==> src/rtl/bram_wb_ctrl.sv <==
// Wishbone-classic slave in front of a single-port 32-bit BRAM without byte enables.
// Reads wait out a fixed BRAM latency; partial-word writes are done as read-modify-write.
module bram_wb_ctrl #(
    parameter int unsigned ADDR_W    = 13,
    parameter int unsigned LATENCY   = 10,
    parameter logic [31:0] BASE_ADDR = 32'h3800_0000,
    parameter logic [31:0] ADDR_MASK = 32'hFFFF_8000
) (
    input  logic              clk,
    input  logic              rst_n,
    input  logic              wbs_cyc_i,
    input  logic              wbs_stb_i,
    input  logic              wbs_we_i,
    input  logic [3:0]        wbs_sel_i,
    input  logic [31:0]       wbs_adr_i,
    input  logic [31:0]       wbs_dat_i,
    output logic              wbs_ack_o,
    output logic [31:0]       wbs_dat_o,
    output logic              bram_en,
    output logic              bram_we,
    output logic [ADDR_W-1:0] bram_a,
    output logic [31:0]       bram_di,
    input  logic [31:0]       bram_do,
    output logic              busy
);

    localparam int unsigned CNT_W = $clog2(LATENCY + 1);

    localparam logic [2:0] IDLE   = 3'd0;
    localparam logic [2:0] RD     = 3'd1;
    localparam logic [2:0] RMW_RD = 3'd2;
    localparam logic [2:0] WR     = 3'd3;
    localparam logic [2:0] ACK    = 3'd4;

    logic [2:0]        state, state_d;
    logic [CNT_W-1:0]  cnt, cnt_d, cnt_inc;
    logic [3:0]        wsel, wsel_d;
    logic [31:0]       wdat, wdat_d;
    logic [31:0]       merge;
    logic [31:0]       dat_d, di_d;
    logic [ADDR_W-1:0] a_d;
    logic              req, hit;

    assign req     = wbs_cyc_i & wbs_stb_i;
    assign hit     = (wbs_adr_i & ADDR_MASK) == BASE_ADDR;
    assign cnt_inc = CNT_W'(cnt + 1'b1);

    // Selected lanes come from the bus, the rest from the word just read back.
    always_comb begin
        merge = bram_do;
        for (int i = 0; i < 4; i++) begin
            if (wsel[i]) merge[8*i +: 8] = wdat[8*i +: 8];
        end
    end

    always_comb begin
        state_d = state;
        cnt_d   = cnt;
        wsel_d  = wsel;
        wdat_d  = wdat;
        dat_d   = wbs_dat_o;
        di_d    = bram_di;
        a_d     = bram_a;
        case (state)
            IDLE: begin
                if (req && hit) begin
                    a_d    = wbs_adr_i[ADDR_W+1:2];
                    di_d   = wbs_dat_i;
                    wsel_d = wbs_sel_i;
                    wdat_d = wbs_dat_i;
                    cnt_d  = '0;
                    if (!wbs_we_i)               state_d = RD;
                    else if (wbs_sel_i == 4'hF)  state_d = WR;
                    else if (wbs_sel_i == 4'h0)  state_d = ACK;
                    else                         state_d = RMW_RD;
                end
            end
            RD, RMW_RD: begin
                if (!req) begin
                    state_d = IDLE;
                    cnt_d   = '0;
                end else if (cnt_inc == CNT_W'(LATENCY)) begin
                    cnt_d = '0;
                    if (state == RD) begin
                        dat_d   = bram_do;
                        state_d = ACK;
                    end else begin
                        di_d    = merge;
                        state_d = WR;
                    end
                end else begin
                    cnt_d = cnt_inc;
                end
            end
            // The write itself happens this cycle regardless; only the ack depends on the master.
            WR: begin
                cnt_d   = '0;
                state_d = req ? ACK : IDLE;
            end
            ACK: begin
                cnt_d   = '0;
                state_d = IDLE;
            end
            default: begin
                cnt_d   = '0;
                state_d = IDLE;
            end
        endcase
    end

    always_ff @(posedge clk) begin
        if (!rst_n) begin
            state     <= IDLE;
            cnt       <= '0;
            wsel      <= '0;
            wdat      <= '0;
            wbs_ack_o <= 1'b0;
            wbs_dat_o <= '0;
            bram_en   <= 1'b0;
            bram_we   <= 1'b0;
            bram_a    <= '0;
            bram_di   <= '0;
            busy      <= 1'b0;
        end else begin
            state     <= state_d;
            cnt       <= cnt_d;
            wsel      <= wsel_d;
            wdat      <= wdat_d;
            wbs_ack_o <= (state_d == ACK);
            wbs_dat_o <= dat_d;
            bram_en   <= (state_d == RD) || (state_d == RMW_RD) || (state_d == WR);
            bram_we   <= (state_d == WR);
            bram_a    <= a_d;
            bram_di   <= di_d;
            busy      <= (state_d != IDLE);
        end
    end

endmodule

==> config.mk <==
export PLATFORM = sky130hd
export DESIGN_NAME = bram_wb_ctrl
export DESIGN_NICKNAME = d
export VERILOG_FILES = /design/src/rtl/bram_wb_ctrl.sv
export SDC_FILE = /design/constraint.sdc
export NUM_CORES = 1
export LEC_CHECK = 0
export CAP_MARGIN = 10
export CORE_ASPECT_RATIO = 1.4
export CORE_MARGIN = 2
export CORE_UTILIZATION = 28
export DETAILED_ROUTE_END_ITERATION = 10
export PLACE_DENSITY_LB_ADDON = 0.15
export SETUP_SLACK_MARGIN = 0.15
export SYNTH_ARGS = -nofsm -noshare
export SYNTH_HDL_FRONTEND = slang
export SYNTH_SLANG_ARGS = --single-unit
==> constraint.sdc <==
create_clock -name clk -period 2.9 [get_ports clk]
set_input_delay 0.58 -clock clk [delete_from_list [all_inputs] [get_ports clk]]
set_output_delay 0.58 -clock clk [all_outputs]
set_load 0.01 [all_outputs]
==> flow_metrics.env <==
export IMPL_outcome="finished clean"
export IMPL_p_int_mw=3.34
export IMPL_cp_arrival_ps=2670
export IMPL_grt_first_pass_wirelength_microns=25600
export IMPL_diodes=0
export IMPL_async_flop_share=0
export IMPL_avgSynthCellArea_sq_um=8.31
export IMPL_wl_per_cell_microns=15.3
export IMPL_clock_sinks=124
export IMPL_fin_worst_skew_ps=9.80
export IMPL_fin_crit_sh=0.808
export IMPL_p_clk_frac=0.542
export IMPL_ir_drop_mv=0.262
export IMPL_gp_congestion=0.782
export IMPL_ys_warn_count=0
export IMPL_final_fill_count=1916
export IMPL_hold_buffers=0
export IMPL_drt_total_wl_microns=16400
export IMPL_first_pass_iters=4
export IMPL_clk_pin_slew_ps=60
export IMPL_initial_utilization=0.283
export IMPL_p_seq_frac=0.404
export IMPL_grt_pass1_vias=4916
export IMPL_p_leak_nw=2.62
export IMPL_cts_made_buffers=17
export IMPL_fin_nets=921
export IMPL_r2r_start="cnt[0]$_SDFFE_PN0N_"
export IMPL_port_buffers=183
export IMPL_synth_top_area_frac=0.461
export IMPL_netlist_area_sq_mm=0.00539
export IMPL_clockRootBuffer="clkbuf_16"
export IMPL_h_tree_depth=4
export IMPL_hpwl_microns=11600
export IMPL_core_sq_mm=0.0191
export IMPL_drtIter0Drc=245
export IMPL_gr_total_overflow=0
export IMPL_worstSetupPathType="input port to register"
export IMPL_combPwrFrac=0.054
export IMPL_synth_edf_count=0
export IMPL_cellPowerDensity_mw_per_mm2=519
export IMPL_dieArea_sq_mm=0.0204
export IMPL_p_sw_uw=880
export IMPL_netSwitchingFraction=0.209
export IMPL_synth_main_ff_cell="dfxtp_1"
export IMPL_relSlewSlack=0.598
export IMPL_cts_setup_buffers=0
export IMPL_cts_resized=0
export IMPL_num_rows=60
export IMPL_utilization=0.426
export IMPL_grt_usage=0.161
export IMPL_hold_violations=0
export IMPL_netlist_cell_type_count=43
export IMPL_die_y_microns=168
export IMPL_maxCapViolCount=0
export IMPL_vias=5038
export IMPL_fmax_mhz=427
export IMPL_synth_yosys_seq_area_share=0.461
export IMPL_yosysTopAreaCell="dfxtp_1"
export IMPL_critPathCaptureType="register"
export IMPL_power_mw=4.22
export IMPL_post_route_cells_drive_above_1_share=0.0701
export IMPL_tns_ps=0
export IMPL_min_path_type="register to register"
export IMPL_setup_violations=0
export IMPL_grt_max_degree=69
export IMPL_fin_crit_ps=2340
export IMPL_pin_count=186
export IMPL_critPathLaunch="wbs_adr_i[22]"
export IMPL_syn_inst=648
export IMPL_antenna_found_initial=0
export IMPL_fp_dieW_microns=121
export IMPL_final_common_cell="nand2_1"
export IMPL_rsz0062_at_grt="no"
export IMPL_most_common_layout_cells="nand2_1 (235), clkdlybuf4s50_1 (182), dfxtp_1 (124), a21boi_0 (80), mux2i_1 (33)"
export IMPL_ant_nets=0
export IMPL_cts_max_path_buffers=2
export IMPL_hp_start="bram_di[9]$_SDFFE_PN0P_"
export IMPL_tightest_slew_ps=602
export IMPL_yosys_top_cells_area="dfxtp_1 (46%), nand2_1 (16%), a21boi_0 (11%)"
export IMPL_cts_tree="done"
export IMPL_area_delta_synth_final_pct=50.8
export IMPL_clkLatencyLatePin_ps=420
export IMPL_drv_slew=0
export IMPL_via_per_inst=4.69
export IMPL_synth_nets=755
export IMPL_crit_required_ps=3230
export IMPL_start_kind="input port"
export IMPL_path_max_fanout=36
export IMPL_drc_errors=0
export IMPL_synth_seq_cells=124
power groups by stage:
stage               clock network [mW]  registers, mW  logic (mW)
finish                            2.29           1.70       0.227
global route                      2.43           1.70       0.242
floorplan                            0           1.74      0.0548
detailed placement                   0           1.74       0.227
global placement                     0           1.74       0.227
CTS                               2.35           1.70       0.228
metrics by stage:
step	worst slack, ps	instances	area (sq um)	hold slack, ps
2_1_floorplan	798	648	5390	441
3_3_place_gp	167	1043	7490	439
3_5_place_dp	137	1043	7490	440
4_1_cts	576	1075	8130	457
5_1_grt	435	1075	8130	466
6_report	558	1075	8130	452
state kept, by name, indices dropped and copies added, names as in the netlist:
| register | count |
|---|---|
| bram_di | 32 |
| wbs_dat_o | 32 |
| wdat | 32 |
| bram_a | 13 |
| cnt | 4 |
| wsel | 4 |
| state | 3 |
| bram_en | 1 |
| bram_we | 1 |
| busy | 1 |
| wbs_ack_o | 1 |
metal layers:
layer / part of all wire / vias up / track usage
li1: - / 2548 / -
met1: 0.41 / 2351 / 0.182
met2: 0.52 / 126 / 0.282
met3: 0.059 / 13 / 0.0535
met4: 0.015 / 0 / 0.0525
met5: 0 / - / 0
worst max-delay path, stage by stage:
cell             delay (ps)
clkdlybuf4s50_1         420
nor4b_2                 290
nand4b_1                140
or3_2                   630
o21ai_4                 140
buf_12                  220
o2111ai_1               140
o21ai_0                 110
final timing paths:
| kind | to | slack, ps | cells after the start |
|---|---|---|---|
| worst max-delay path | bram_di[27]$_SDFFE_PN0P_ | 560 | 8 |
| worst min-delay path | bram_di[9]$_SDFFE_PN0P_ | 450 | 2 |
| worst max register to register | busy$_SDFF_PN0_ | 670 | 7 |
| worst min register to register | bram_di[9]$_SDFFE_PN0P_ | 450 | 2 |
cell families (layout without fill, tap and decap cells):
kind of cell	count (synthesis)	count (layout)	synth area share
multiplexers	33	33	0.0613
flip-flops	124	124	0.461
AO/OA/AOI/OAI	163	163	0.225
AND/OR/NAND/NOR	268	268	0.202
adder cells (fa/ha/maj)	2	2	0.00464
buffers and inverters	58	237	0.0469
Yosys cell counts (all sizes together) (3+ instances only):
| cell type | n |
|---|---|
| nand2 | 235 |
| dfxtp | 124 |
| a21boi | 81 |
| clkbuf | 38 |
| o21ai | 36 |
| mux2i | 33 |
| o2111ai | 32 |
| buf | 14 |
| inv | 6 |
| nor2 | 6 |
| and2 | 4 |
| nand2b | 4 |
| nand3 | 3 |
| o21a | 3 |
| or3 | 3 |
layout make-up:
class	instances	area (sq um)	area share
Sequential cell	124	2480	0.305
Inverter	6	22.5	0.00277
Multi-Input combinational cell	466	2670	0.329
Tap cell	248	310	0.0382
Clock inverter	13	188	0.0231
Clock buffer	19	453	0.0557
Timing Repair Buffer	199	2000	0.246
Note: power is estimated with default switching activity, not from simulation.
